--- src/rtl/mem_req_ctrl.sv ---
// mem_req_ctrl: core-side initiator for the data-memory valid/yumi handshake.
// Optional REQ/WAIT abort timer is enabled by defining MEM_REQ_TIMEOUT_EN.
module mem_req_ctrl #(
  parameter int TIMEOUT_P = 255
) (
  input  logic        clk,
  input  logic        reset,
  input  logic        req_valid_i,
  input  logic        req_wen_i,
  input  logic        req_byte_i,
  input  logic        req_signed_i,
  input  logic [31:0] req_addr_i,
  input  logic [31:0] req_wdata_i,
  output logic        req_ready_o,
  output logic        resp_valid_o,
  output logic [31:0] resp_data_o,
  output logic        resp_err_o,
  output logic        mem_valid_o,
  output logic        mem_wen_o,
  output logic        mem_byte_not_word_o,
  output logic [31:0] mem_addr_o,
  output logic [31:0] mem_wdata_o,
  output logic        mem_yumi_o,
  input  logic        mem_yumi_i,
  input  logic        mem_valid_i,
  input  logic [31:0] mem_rdata_i
);

  typedef enum logic [1:0] {
    IDLE,
    REQ,
    WAIT,
    DONE
  } state_e;

  state_e      state_q, state_d;
  logic        wen_q, wen_d;
  logic        byte_q, byte_d;
  logic        signed_q, signed_d;
  logic [31:0] addr_q, addr_d;
  logic [31:0] wdata_q, wdata_d;
  logic [31:0] rdata_q, rdata_d;
  logic        err_q, err_d;
  logic [31:0] load_data;
  logic        tmo;

  // Byte reads arrive zero-extended; only bit 7 decides the sign.
  always_comb begin
    if (byte_q) begin
      load_data = {{24{signed_q & mem_rdata_i[7]}},
                   mem_rdata_i[7:0]};
    end else begin
      load_data = mem_rdata_i;
    end
  end

`ifdef MEM_REQ_TIMEOUT_EN
  localparam int CW_L = ($clog2(TIMEOUT_P + 1) > 8)
                      ? $clog2(TIMEOUT_P + 1) : 8;
  logic [CW_L-1:0] cnt_q, cnt_d;

  assign tmo = (cnt_q == CW_L'(TIMEOUT_P - 1));

  always_comb begin
    cnt_d = cnt_q;
    if (state_q == IDLE) begin
      cnt_d = '0;
    end else if (state_q == REQ || state_q == WAIT) begin
      cnt_d = cnt_q + 1'b1;
    end
  end

  always_ff @(posedge clk) begin
    if (reset) begin
      cnt_q <= '0;
    end else begin
      cnt_q <= cnt_d;
    end
  end
`else
  logic unused_timeout_p;

  assign tmo = 1'b0;
  assign unused_timeout_p = (TIMEOUT_P != 0);
`endif

  always_comb begin
    state_d    = state_q;
    wen_d      = wen_q;
    byte_d     = byte_q;
    signed_d   = signed_q;
    addr_d     = addr_q;
    wdata_d    = wdata_q;
    rdata_d    = rdata_q;
    err_d      = err_q;
    mem_yumi_o = 1'b0;
    unique case (state_q)
      IDLE: begin
        // Anything arriving here is stale and is simply drained.
        mem_yumi_o = mem_valid_i;
        if (req_valid_i) begin
          wen_d    = req_wen_i;
          byte_d   = req_byte_i;
          signed_d = req_signed_i;
          addr_d   = req_addr_i;
          wdata_d  = req_wdata_i;
          if (!req_byte_i && req_addr_i[1:0] != 2'b00) begin
            state_d = DONE;
            rdata_d = '0;
            err_d   = 1'b1;
          end else begin
            state_d = REQ;
          end
        end
      end
      REQ: begin
        mem_yumi_o = mem_valid_i;
        if (mem_yumi_i && mem_valid_i) begin
          state_d = DONE;
          rdata_d = wen_q ? '0 : load_data;
          err_d   = 1'b0;
        end else if (mem_yumi_i) begin
          state_d = WAIT;
        end else if (tmo) begin
          state_d = DONE;
          rdata_d = '0;
          err_d   = 1'b1;
        end
      end
      WAIT: begin
        mem_yumi_o = mem_valid_i;
        if (mem_valid_i) begin
          state_d = DONE;
          rdata_d = wen_q ? '0 : load_data;
          err_d   = 1'b0;
        end else if (tmo) begin
          state_d = DONE;
          rdata_d = '0;
          err_d   = 1'b1;
        end
      end
      DONE: begin
        state_d = IDLE;
      end
      default: begin
        state_d = IDLE;
      end
    endcase
  end

  always_ff @(posedge clk) begin
    if (reset) begin
      state_q  <= IDLE;
      wen_q    <= 1'b0;
      byte_q   <= 1'b0;
      signed_q <= 1'b0;
      addr_q   <= '0;
      wdata_q  <= '0;
      rdata_q  <= '0;
      err_q    <= 1'b0;
    end else begin
      state_q  <= state_d;
      wen_q    <= wen_d;
      byte_q   <= byte_d;
      signed_q <= signed_d;
      addr_q   <= addr_d;
      wdata_q  <= wdata_d;
      rdata_q  <= rdata_d;
      err_q    <= err_d;
    end
  end

  assign req_ready_o         = (state_q == IDLE);
  assign resp_valid_o        = (state_q == DONE);
  assign resp_data_o         = rdata_q;
  assign resp_err_o          = err_q;
  assign mem_valid_o         = (state_q == REQ);
  assign mem_wen_o           = wen_q;
  assign mem_byte_not_word_o = byte_q;
  assign mem_addr_o          = addr_q;
  assign mem_wdata_o         = wdata_q;

endmodule

--- config.mk ---
export PLATFORM = sky130hd
export DESIGN_NAME = mem_req_ctrl
export DESIGN_NICKNAME = d
export VERILOG_FILES = /design/src/rtl/mem_req_ctrl.sv
export SDC_FILE = /design/constraint.sdc
export NUM_CORES = 1
export LEC_CHECK = 0
export CORE_MARGIN = 3
export CORE_UTILIZATION = 60
export DETAILED_ROUTE_END_ITERATION = 7
export DONT_BUFFER_PORTS = 1
export PLACE_DENSITY = 0.86
export SKIP_CTS_REPAIR_TIMING = 1
export SLEW_MARGIN = 20
export SYNTH_ARGS = -nofsm -noshare
export SYNTH_HDL_FRONTEND = slang
export SYNTH_SLANG_ARGS = --single-unit
--- constraint.sdc ---
create_clock -name clk -period 3.7 [get_ports clk]
set_clock_uncertainty 0.15 [all_clocks]
set_input_delay 0.37 -clock clk [delete_from_list [all_inputs] [get_ports clk]]
set_output_delay 0.37 -clock clk [all_outputs]
set_load 0.05 [all_outputs]
; ---- Word level (Yosys, flattened, before mapping)
; Cells that the tools add are included.
[word_totals]
elab_cells = 46
reg_bits = 102
inputBits = 104
out_inout_bits = 103
[classes]
n_eq_ne = 8
muxes = 19
reduce_logical = 10
n_bitwise = 1
[op_table]
columns = cell, count
row1 = 32-bit 2-to-1 mux, 6
row2 = 32-bit one-hot mux with 3 select lines, 1
row3 = 2-bit 2-to-1 mux, 5
row4 = 2-bit one-hot mux with 4 select lines, 1
row5 = 1-bit 2-to-1 mux, 5
row6 = 5-bit AND reduction, 1
row7 = "2-bit == test, second input constant", 2
row8 = "2-bit by 1-bit inequality test with 1-bit output, second input constant", 2
row9 = "2-bit inequality test, second input constant", 2
row10 = "3-bit by 1-bit inequality test with 1-bit output, second input constant", 1
row11 = 1-bit one-hot mux with 3 select lines, 1
row12 = 3-bit AND reduction, 1
row13 = 3-bit nonzero test, 1
row14 = 3-bit OR reduction, 1
row15 = "2-bit by 1-bit == test with 1-bit output, second input constant", 1
row16 = 1-bit logical AND, 2
row17 = 2-bit zero test, 1
row18 = 2-bit AND reduction, 1
row19 = 2-bit nonzero test, 1
row20 = 1-bit AND, 1
row21 = 1-bit zero test, 1

; ---- Depth between registers and ports, before layout
[depth]
ltp_word = 5
depth_mapped = 8
mapped_depth_nobuf = 6

; ---- Least setup slack after synthesis
; Ideal clock, no wire load.
[synth_path]
path_type = flip-flop to flip-flop
from = register state_q[0]
to = register err_q, in the netlist resp_err_o
setup_slack_ns = 1.648
required_ns = 3.429
period_less_slack_ns = 2.052
path_stages_with_launch = 7
t_arrival_ns = 1.781
n_path_buf = 1
setup_ns = 0.121
path_cell_list = dfxtp_1 > inv_1 > ha_1 > a22o_2 > nand2b_1 > buf_6 > mux2_2
[synth_between]
elab_chain_cells = 3
word_cells_on_any_way = 10
cone_classes = eq/ne (6) / mux (1) / reduce/logical (3)
[synth_rtl]
columns = element, line_no
row1 = from (decl), 36  ; state_e state_q, state_d;
row2 = from (signal assigned), 162  ; state_q <= state_d;
row3 = 2-bit zero test *, n/a
row4 = via req_ready_o, 14  ; output logic req_ready_o,
row5 = "2-bit by 1-bit inequality test with 1-bit output (no line), or another cell as far along", n/a
row6 = 5-bit AND reduction (no line), n/a
row7 = to (signal assigned), 169  ; err_q <= err_d;
row8 = to (decl), 43  ; logic err_q, err_d;
; The timed path passes the listed nets; every way through them passes the cells marked *.
; A chain may end at the register's enable or synchronous reset.

; ---- Worst setup path after layout
[layout_path]
from = register state_q[0]
to = register addr_q[7], in the netlist mem_addr_o[7]
[layout_between]
elab_chain_cells = 2
[layout_rtl]
columns = element, line_no
row1 = 2-bit zero test, n/a
row2 = via req_ready_o, 14
row3 = 2-bit AND reduction (no line), n/a
row4 = to (signal assigned), 166  ; addr_q <= addr_d;
row5 = to (decl), 40  ; logic [31:0] addr_q, addr_d;
; The timed path passes the listed nets, and every way through them passes these cells.

==> parameters.txt <==
Parameter                              Value

STA
  Rel. slew slack ... 39.41%
  Number of failing setup endpoints in the final timing report ... 0
  Post-route clock period utilization ... a little over 80%
  Setup repair after global routing missed its margin ... false
  Final hold violations ... 1
  Slew at the pin closest to its max-slew limit ... 905.5 ps
  FMAX ... ~330 MHz
  Worst hold slack ... -2.594 ps
  Setup TNS after final layout ... 0 ps
  Final critical delay including setup and external delays ... between 3000 and 4000 ps
  Slew Viols, Final ... 0

Detailed routing
  Met2 routed wirelength ... between 5000 and 6000 um
  Final routed DRC violation total ... 0
  Per-cell routed wire length ... between 15 and 20 um
  Routed met3 length ... 994 um
  Top layer used by detailed routing ... met4
  Detailed router's first-iteration violation count ... approximately 170
  Vias ... 3,469
  M1 WL ... 4158 um
  Number of search-and-repair iterations in the first detailed-routing pass ... 4
  Final antenna-violating net count ... 0
  Ratio of routed vias to standard cells ... about 5.8
  Final wirelength ... 11,120 um

Status
  Failing checks ... hold timing
  Status ... finished with violations

Pwr
  VDD IR max ... around 0.57 mV
  Sum of internal, switching and leakage power ... 3.950 mW
  Total power density per cell area ... a little over 800 nW/um^2
  Leakage ... ~1.9 nW

Global routing
  Number of antenna violations at the first check in global routing ... 0
  First-pass GRT wire length ... between 10,000 and 15,000 um
  GR Util All Layers ... about 22%
  Pin count of the biggest net entering global routing ... between 100 and 150
  Overflow after GRT ... 0
  Via count of the first global-routing pass ... around 3,000

Placement
  Count of port buffers added during placement ... 0
  Instance area after placement ... ~4100 um^2
  Final weighted congestion in routability-driven placement ... approximately 0.8
  HPWL after DPL ... about 6700 um
  Cell total after placement ... 538

Final layout
  Layout Cells excl Fill ... around 600
  Fillers ... about 480
  Layout area overhead ... 15.41%
  Sequential cell area ... ~2000 um^2
  Post-layout instance area ... roughly 4800 um^2
  Layout net count ... 630
  Final antenna diode count ... 0
  Multi-input gate area in the final layout ... ~1900 um^2
  Layout cell share with drive strength beyond 1 ... under 10%

Yosys
  Average footprint of a synthesized cell ... ~8.4 um^2
  Commonest register cell after synthesis ... sky130_fd_sc_hd__dfxtp_1
  Synthesized area ... 4164 um^2
  Count of warnings emitted by yosys ... 0
  Number of nets in the synthesized netlist ... around 600
  Fraction of the yosys area taken by sequential cells ... 49.04%
  Post-synth EDFFs ... 0
  Number of distinct library cells after synthesis ... 26
  Number of synthesized register bits ... 102
  Count of mapped cells out of synthesis ... 493
  Ys async rst share ... 0%

CTS
  Number of buffers created by CTS ... 9
  Deepest clock path buffer count ... 2
  Clock tree from TritonCTS ... done
  Clock latency on the worst-skew pair ... around 350 ps
  H-tree levels ... 3
  Clk Tree Root Cell ... sky130_fd_sc_hd__clkbuf_8
  Number of clock sinks ... approximately 100
  Clock-pin transition on the worst setup and hold timing paths ... around 90 ps

Setup path
  Category of the worst setup path launch point ... flop
  Highest cell delay on the worst timing path ... 650 ps
  CP bufs+invs ... 3
  Category of cells accounting for the largest share of critical-path delay ... buffers and inverters
  CP endpoint kind ... flop
  Type of the worst setup path ... reg -> reg
  Required @ worst endpoint ... 3840 ps
  Critical path peak fanout ... 67
  Cell-by-cell listing of the critical path ... inv_1 > ha_1 > and2_2 > buf_4 > nand2_1 > a21oi_1 > dlygate4sd3_1
  Worst path arrival time ... about 3200 ps
  Slowest-stage cell, CP ... sky130_fd_sc_hd__ha_1
  Worst-case register-to-register setup slack ... around 670 ps

Job
  MaxCap Viol Count ... 0

Floorplanning
  Core box area ... roughly 6500 um^2
  Die extent in y ... 89.31 um
  Number of top-level design ports ... roughly 210
  X dimension of the die ... slightly below 90 um
  Number of core rows ... 29
  Initial Util ... a little under two thirds
  Overall die area ... approximately 8000 um^2

Hold path
  Worst hold path class ... in -> reg
## area by class of cell
class,instances,area share [%]
clock buffers,11,2.734
multi-input cells,348,39.44
repair buffers,54,11.61
clock inverters,5,1.250
inverters,6,0.4686
flip-flops and latches,102,42.49
well taps,77,2.005
## worst register-to-register path, stage by stage, from the launching register on
cell                            delay, ps
sky130_fd_sc_hd__dfxtp_1              350
sky130_fd_sc_hd__inv_1                130
sky130_fd_sc_hd__ha_1                 650
sky130_fd_sc_hd__and2_2               280
sky130_fd_sc_hd__buf_4                540
sky130_fd_sc_hd__nand2_1              130
sky130_fd_sc_hd__a21oi_1              170
sky130_fd_sc_hd__dlygate4sd3_1        580
## path summary, 6_finish.rpt
check / from / to / depth (start not counted)
hold / removal: req_addr_i[14] / mem_addr_o[14] / 2
setup / recovery: state_q[0] / mem_addr_o[7] / 7
setup reg to reg: state_q[0] / mem_addr_o[7] / 7
hold reg to reg: signed_q / signed_q / 2
## Yosys cell counts, types with 3 or more instances
| cell type | n | share of area (%) |
|---|---|---|
| sky130_fd_sc_hd__nor2b_1 | 25 | 3.8 |
| sky130_fd_sc_hd__clkbuf_1 | 22 | 2.0 |
| sky130_fd_sc_hd__ha_1 | 5 | 1.5 |
| sky130_fd_sc_hd__inv_1 | 6 | 0.54 |
| sky130_fd_sc_hd__nand2_1 | 145 | 13 |
| sky130_fd_sc_hd__nor2_1 | 3 | 0.27 |
| sky130_fd_sc_hd__dfxtp_1 | 102 | 49 |
| sky130_fd_sc_hd__a21oi_1 | 68 | 8.2 |
| sky130_fd_sc_hd__buf_4 | 3 | 0.54 |
| sky130_fd_sc_hd__buf_2 | 7 | 0.84 |
| sky130_fd_sc_hd__o21ai_0 | 25 | 3.0 |
| sky130_fd_sc_hd__buf_12 | 3 | 1.4 |
| sky130_fd_sc_hd__mux2i_1 | 34 | 8.2 |
| sky130_fd_sc_hd__nand2b_1 | 33 | 5.0 |
## state kept, by name, indices dropped and copies added (netlist names)
signal	cells
mem_byte_not_word_o	1
state_q	2
mem_addr_o	32
resp_data_o	32
mem_wdata_o	32
mem_wen_o	1
resp_err_o	1
signed_q	1
## report_power, final
part	total [mW]	switching (mW)	internal (mW)
registers	2.14	0.831	1.31
logic	1.13	0.701	0.429
clock network	0.681	0.368	0.314
total	3.95	1.90	2.05
## per-stage QoR
| stage | util, % | hold WS (ps) | setup WS [ps] |
|---|---|---|---|
| after floorplan | - | 281.9 | 1648 |
| after global placement | 62.87 | 283.2 | 1217 |
| after detailed placement | 62.87 | 300.9 | 1140 |
| after CTS | 65.80 | -79.07 | 1106 |
| after global routing | 73.58 | -15.12 | 567.3 |
| final | 73.58 | -2.594 | 672.4 |
## routing by layer
| metal | track usage (%) | vias up |
|---|---|---|
| met3 | 7.465 | 28 |
| met4 | 8.796 | 0 |
| met5 | 0 | - |
| met2 | 37.91 | 179 |
| li1 | - | 1645 |
| met1 | 25.34 | 1617 |
## layout by cell type (no fill, tap or decap), drive strengths merged
master,n
a21boi,1
a21o,1
a21oi,68
a221oi,1
a222oi,1
a22o,1
and2,1
and3,1
buf,6
bufinv,1
clkbuf,11
clkinvlp,4
dfxtp,102
dlygate4sd3,48
ha,5
inv,6
mux2,1
mux2i,34
nand2,145
nand2b,33
nor2,3
nor2b,25
nor3,1
o21ai,25
o21bai,1
## logic make-up after synthesis
group / Yosys count / share of synthesized area, %
simple gates: 209 / 22.48
compound gates: 99 / 12.83
buf+inv: 43 / 5.709
fa+ha+maj: 5 / 1.502
mux: 35 / 8.444
flops: 102 / 49.04
Power figures use the tool's default switching activity.
==> RTL change 1: new RTL, config.mk and constraints unchanged <==
`wdata_q` no longer has a reset.
--- a/src/rtl/mem_req_ctrl.sv
+++ b/src/rtl/mem_req_ctrl.sv
@@ -155,7 +155,6 @@
       byte_q   <= 1'b0;
       signed_q <= 1'b0;
       addr_q   <= '0;
-      wdata_q  <= '0;
       rdata_q  <= '0;
       err_q    <= 1'b0;
     end else begin
@@ -164,10 +163,13 @@
       byte_q   <= byte_d;
       signed_q <= signed_d;
       addr_q   <= addr_d;
-      wdata_q  <= wdata_d;
       rdata_q  <= rdata_d;
       err_q    <= err_d;
     end
+  end
+
+  always_ff @(posedge clk) begin
+    wdata_q <= wdata_d;
   end
 
   assign req_ready_o         = (state_q == IDLE);
Formal check against the unedited RTL: not equivalent (Yosys sat finds a counterexample within 4 cycles, from zero or initial values and one cycle with reset high).
==> RTL change 1 against the original RTL <==
The run still ends with hold timing left; power shrank 0.48%; synthesized area shrank 3.3%; routed wire length decreased by 6.9%; synthesized cell count fell by 22%; sequential cell count unchanged; cell count fell by 14%; worst setup slack gained 180 ps; critical path depth up 1; maximum frequency rose by 6.2%; sequential power grew 7%; die area decreased by 3.1%; final area up 0.44%; core utilization is 1.6 points higher; critical endpoint is now mem_addr_o[10]; largest cell class unchanged.
==> RTL change 1: results (changes against the original RTL) <==
Parameter                              Value

Status
  Outcome    finished, violations left
  Violations in the final reports    hold timing

Final layout
  Post-Layout Cell Count    520 (-14%)
  Share of post-route cells with drive strength above 1    6.56% (+1.2 points)
  Fillcell total    414 (-13%)
  Core utilization of the finished layout    75.2% (+1.6 points)
  Non-clk buf share    13.9% (+2.3 points)
  Number of combinational gates with multiple inputs    251 (-28%)
  Bufs w/o clock    66 (+22%)
  Clock network area share    3.81% (-0.17 points)
  Number of inserted diodes    1 (+1)
  Clock buffer count    9 (-2)

Logic synthesis
  Gate count after technology mapping    385 (-22%)
  Post-synthesis share of cell area spent on full adders, half adders and majority gates    1.55% (+0.051 points)
  Number of synthesized flops with an enable pin    32 (+32)
  Fraction of the yosys area taken by sequential cells    58.7% (+9.6 points)
  Synthesized-area fraction occupied by ao, oa, aoi and oai cells    9.29% (-3.5 points)
  Most frequent cells after synthesis    nand2_1, dfxtp_1, a21oi_1, mux2i_1, nand2b_1
  Syn_nets    494 (-18%)

Min path
  Critical hold path startpoint    req_addr_i[18]
  Worst hold path endpoint    mem_addr_o[18]

Place
  HPWL after DPL    6.25 mm (-6.2%)
  Post-placement setup slack    1190 ps (+52.2 ps)
  Placed Instances    442 (-18%)
  Cell area after placement    4020 µm² (-2.1%)

Timing
  Total count of hold-check failures in the final report    2 (+1)
  Max-slew headroom    38.6% (-0.78 points)
  Final-layout worst hold slack    -12.9 ps (-10.3 ps)

Setup path
  CP max FO    36 (-46%)
  Data arrival at the endpoint of the critical path    3000 ps (-170 ps)
  Worst-case reg-to-reg path depth    8 (+1)

Global route
  Maximum number of pins on one net before global-route repair    73 (-30%)
  Via count of the first global-routing pass    2544 (-16%)
  First-pass GRT wire length    12.7 mm (-8.2%)
  Met1 usage in global routing    23.5% (-1.8 points)
  Met2 track demand over resource    37.1% (-0.79 points)

Pwr
  Worst VDD drop    0.000615 V (+8.1%)
  P_int    2050 µW (+0.23%)
  Seq pwr share    58.3% (+4.1 points)

Drt
  Post-detailed-routing wire length    10.4 mm (-6.9%)
  Number of DRC markers in iteration 0    173 (+3.0%)
  DR vias    2902 (-16%)
  Met2 wire length    5.57 mm (-2.7%)

Die
  Std-Cell Core Area    6420 µm² (-1.7%)
-- RTL change 1: cell count changes in the layout (fill, tap and decap cells not counted), moves of 2 or more --
| cell | unedited run | this run |
|---|---|---|
| a21oi_1 | 68 | 36 |
| clkbuf_1 | 2 | 0 |
| clkinvlp_4 | 4 | 0 |
| dfxtp_1 | 102 | 70 |
| dlygate4sd3_1 | 48 | 60 |
| edfxtp_1 | 0 | 32 |
| inv_6 | 0 | 4 |
| nand2_1 | 144 | 81 |
-- RTL change 1: logic make-up after synthesis --
group,Yosys count
mux,35
simple gates,144
flops,102
buf+inv,32
compound gates,67
fa+ha+maj,5
-- RTL change 1: worst max path at each step --
stage,startpoint,end,slack [ps],cells past startpoint
detailed placement,state_q[1],mem_wdata_o[12],1190,6
finish,state_q[0],mem_addr_o[10],850,8
global route,state_q[0],mem_addr_o[10],690,8
global placement,state_q[0],mem_wdata_o[22],1240,6
floorplan,state_q[0],mem_wdata_o[0],1190,5
CTS,state_q[1],mem_addr_o[19],1170,8
==> RTL change 2: new RTL, config.mk and constraints unchanged <==
Made on the original files. Build with the macro `MEM_REQ_TIMEOUT_EN` defined.
--- a/src/rtl/mem_req_ctrl.sv
+++ b/src/rtl/mem_req_ctrl.sv
@@ -1,5 +1,7 @@
 // mem_req_ctrl: core-side initiator for the data-memory valid/yumi handshake.
 // Optional REQ/WAIT abort timer is enabled by defining MEM_REQ_TIMEOUT_EN.
+`define MEM_REQ_TIMEOUT_EN
+
 module mem_req_ctrl #(
   parameter int TIMEOUT_P = 255
 ) (
Check against the original RTL: no difference found for any inputs over 4 cycles, from zero or initial values and one cycle with reset high; that may be too few to reach the edited logic, so the function may still have changed.
==> RTL change 2 against the original RTL <==
Die area grew 11%; first-iteration DRC count is 46% higher; sequential power shrank 7%; maximum frequency rose by 0.46%; critical path type unchanged; the run still ends with hold timing left; synthesized area increased by 12%; global-route usage grew 3.1 points; sequential cell count up 8; via count rose by 23%; routed wire length increased by 21%; power down 6.2%; critical endpoint is now resp_data_o[9]; non-clock buffer count up 14; final area rose by 14%; largest cell class is now multi-input combinational cells; worst setup slack improved by 14 ps.
==> RTL change 2: results (changes against the original RTL) <==
Parameter                              Value

Setup path
  CP max FO    24 (-64%)
  Endpoint type of the worst setup path    flop
  Worst setup slack for register-to-register paths    690 ps
  CP startpoint    state_q[1]
  Worst-case reg-to-reg path depth    6 (-1)
  Endpoint of the worst register-to-register path    resp_data_o[9]
  Longest individual stage delay on the worst path    690 ps (+40 ps)
  Data arrival at the endpoint of the critical path    3140 ps (-30 ps)
  CP max-delay cell    ha_1

Place
  HPWL after DPL    8.03 mm (+20%)
  Routability congestion estimate    0.763 (-4.4%)
  Total of buffers placed on input and output ports    0 (unchanged)
  Placed Instances    618 (+15%)
  Cell area after placement    4660 µm² (+13%)

Logic synthesis
  Ys flop type    dfxtp_1
  Syn_nets    669 (+11%)
  Count of synthesis-stage warnings from yosys    0 (unchanged)
  Fraction of the yosys area taken by sequential cells    47.1% (-1.9 points)
  Count of distinct cell types in the synthesized netlist    41 (+58%)
  Biggest area contributors in the synthesized netlist    dfxtp_1, nand2_1, a21oi_1
  Share of async-settable or async-resettable flops after synthesis    0% (unchanged)
  Most frequent cells after synthesis    nand2_1, dfxtp_1, a21oi_1, nand4_1, nor2_1
  Gate count after technology mapping    559 (+13%)

Final layout
  Number of inserted diodes    0 (unchanged)
  Share of post-route cells with drive strength above 1    9.08% (+3.8 points)
  Post-Layout Cell Count    694 (+15%)
  Net count, final    700 (+11%)

Status
  Outcome    finished, violations left
  Violations in the final reports    hold timing

Pwr
  Leakage power    0.00190 µW (-0.38%)
  Net Sw Power    1800 µW (-5.5%)
  Worst VDD drop    0.000424 V (-25%)

Timing
  Total count of hold-check failures in the final report    5 (+4)
  Final-layout worst hold slack    -9.67 ps (-7.08 ps)
  Max-slew headroom    35.9% (-3.6 points)

Global route
  Maximum number of pins on one net before global-route repair    105 (unchanged)
  First-pass GRT wire length    18.0 mm (+30%)
  Initial antenna violation count    0 (unchanged)
  Overall track demand over capacity in global routing    25.2% (+3.1 points)
  Via count of the first global-routing pass    3911 (+29%)

Min path
  Tightest Hold Check Type    primary input to flop

Clock tree
  Number of buffers on the longest clock path    2 (unchanged)
  Root buffer cell    clkbuf_8
  Clock-pin slew on the worst setup and hold paths    110 ps (+20 ps)
  # H-tree levels    3 (unchanged)
  Total clock buffers created by CTS    9 (unchanged)
  Source-to-sink clock delay at the later pin of the worst-skew pair    370 ps (+20 ps)

Drt
  Number of DRC markers in iteration 0    245 (+46%)
  Detail-routed via count per cell    6.15 (+6.9%)
  DR WL/cell    19.4 µm (+5.1%)
  First-pass iteration count of the detailed router    7 (+3)
## RTL change 2: cell types whose count changed after synthesis, sizes merged, moves of 7 or more
cell	delta
dfxtp	+8
nor2b	-24
nand2b	-7
nor2	+34
nand4	+44
mux2i	-34
o21ai	-23
o311ai	+8
o221ai	+24
clkbuf	+13
inv	+8
## RTL change 2: per-stage QoR
step           power, µW  setup WS, ps  util [%]
2_1_floorplan       2760          1360         -
3_3_place_gp        2890           852      62.9
4_1_cts             3600           735      65.4
3_5_place_dp        2940           749      62.9
5_1_grt             3880           457      73.7
6_report            3700           686      73.7
## RTL change 2: cell families (layout without fill, tap and decap cells)
| group | Yosys count | count (layout) | share of synthesized area (%) |
|---|---|---|---|
| adder cells (fa/ha/maj) | 6 | 6 | 1.61 |
| AND/OR/NAND/NOR | 260 | 260 | 26.1 |
| flip-flops | 110 | 110 | 47.1 |
| buffers and inverters | 62 | 98 | 5.62 |
| AO/OA/AOI/OAI | 114 | 114 | 18.2 |
| XOR/XNOR | 7 | 7 | 1.31 |
## RTL change 2: metal layers
| layer | up-vias | global-route usage, % | part of all wire, % |
|---|---|---|---|
| li1 | 1989 | - | - |
| met1 | 1975 | 29.1 | 35 |
| met2 | 256 | 42.4 | 51 |
| met3 | 47 | 8.41 | 11 |
| met4 | 0 | 11.0 | 3.1 |
| met5 | - | 0 | 0 |
## RTL change 2: critical path, delay by kind of cell (launching register included)
| kind | cells | cell delay [ps] |
|---|---|---|
| flops | 1 | 360 |
| fa+ha+maj | 1 | 690 |
| buf+inv | 1 | 90 |
| simple gates | 2 | 1060 |
| compound gates | 2 | 560 |
## RTL change 2: area by class of cell
class,instances,area [µm²]
Inverter,14,52.6
Multi-Input combinational cell,387,2220
Timing Repair Buffer,68,678
Clock inverter,6,53.8
Tap cell,99,124
Clock buffer,10,128
Fill cell,508,1950
Sequential cell,110,2200
## RTL change 2: power by group through the flow
| stage | Clock (µW) | Sequential [µW] | Combinational, µW |
|---|---|---|---|
| 3_5_place_dp | 0 | 2000 | 945 |
| 6_report | 687 | 1980 | 1040 |
| 3_3_place_gp | 0 | 1990 | 904 |
| 5_1_grt | 745 | 2000 | 1140 |
| 2_1_floorplan | 0 | 1960 | 805 |
| 4_1_cts | 690 | 1970 | 942 |
## RTL change 2: worst min path at each step
stage                                 end           start  depth (start not counted)  slack [ps]
after floorplan                  signed_q        signed_q                          2         290
after global placement           signed_q        signed_q                          2         300
after detailed placement  mem_wdata_o[15]           reset                          1         300
after CTS                  mem_addr_o[14]           reset                          1        -100
after global routing       mem_wdata_o[3]  req_wdata_i[3]                          2          -8
final                      mem_addr_o[28]  req_addr_i[28]                          2         -10
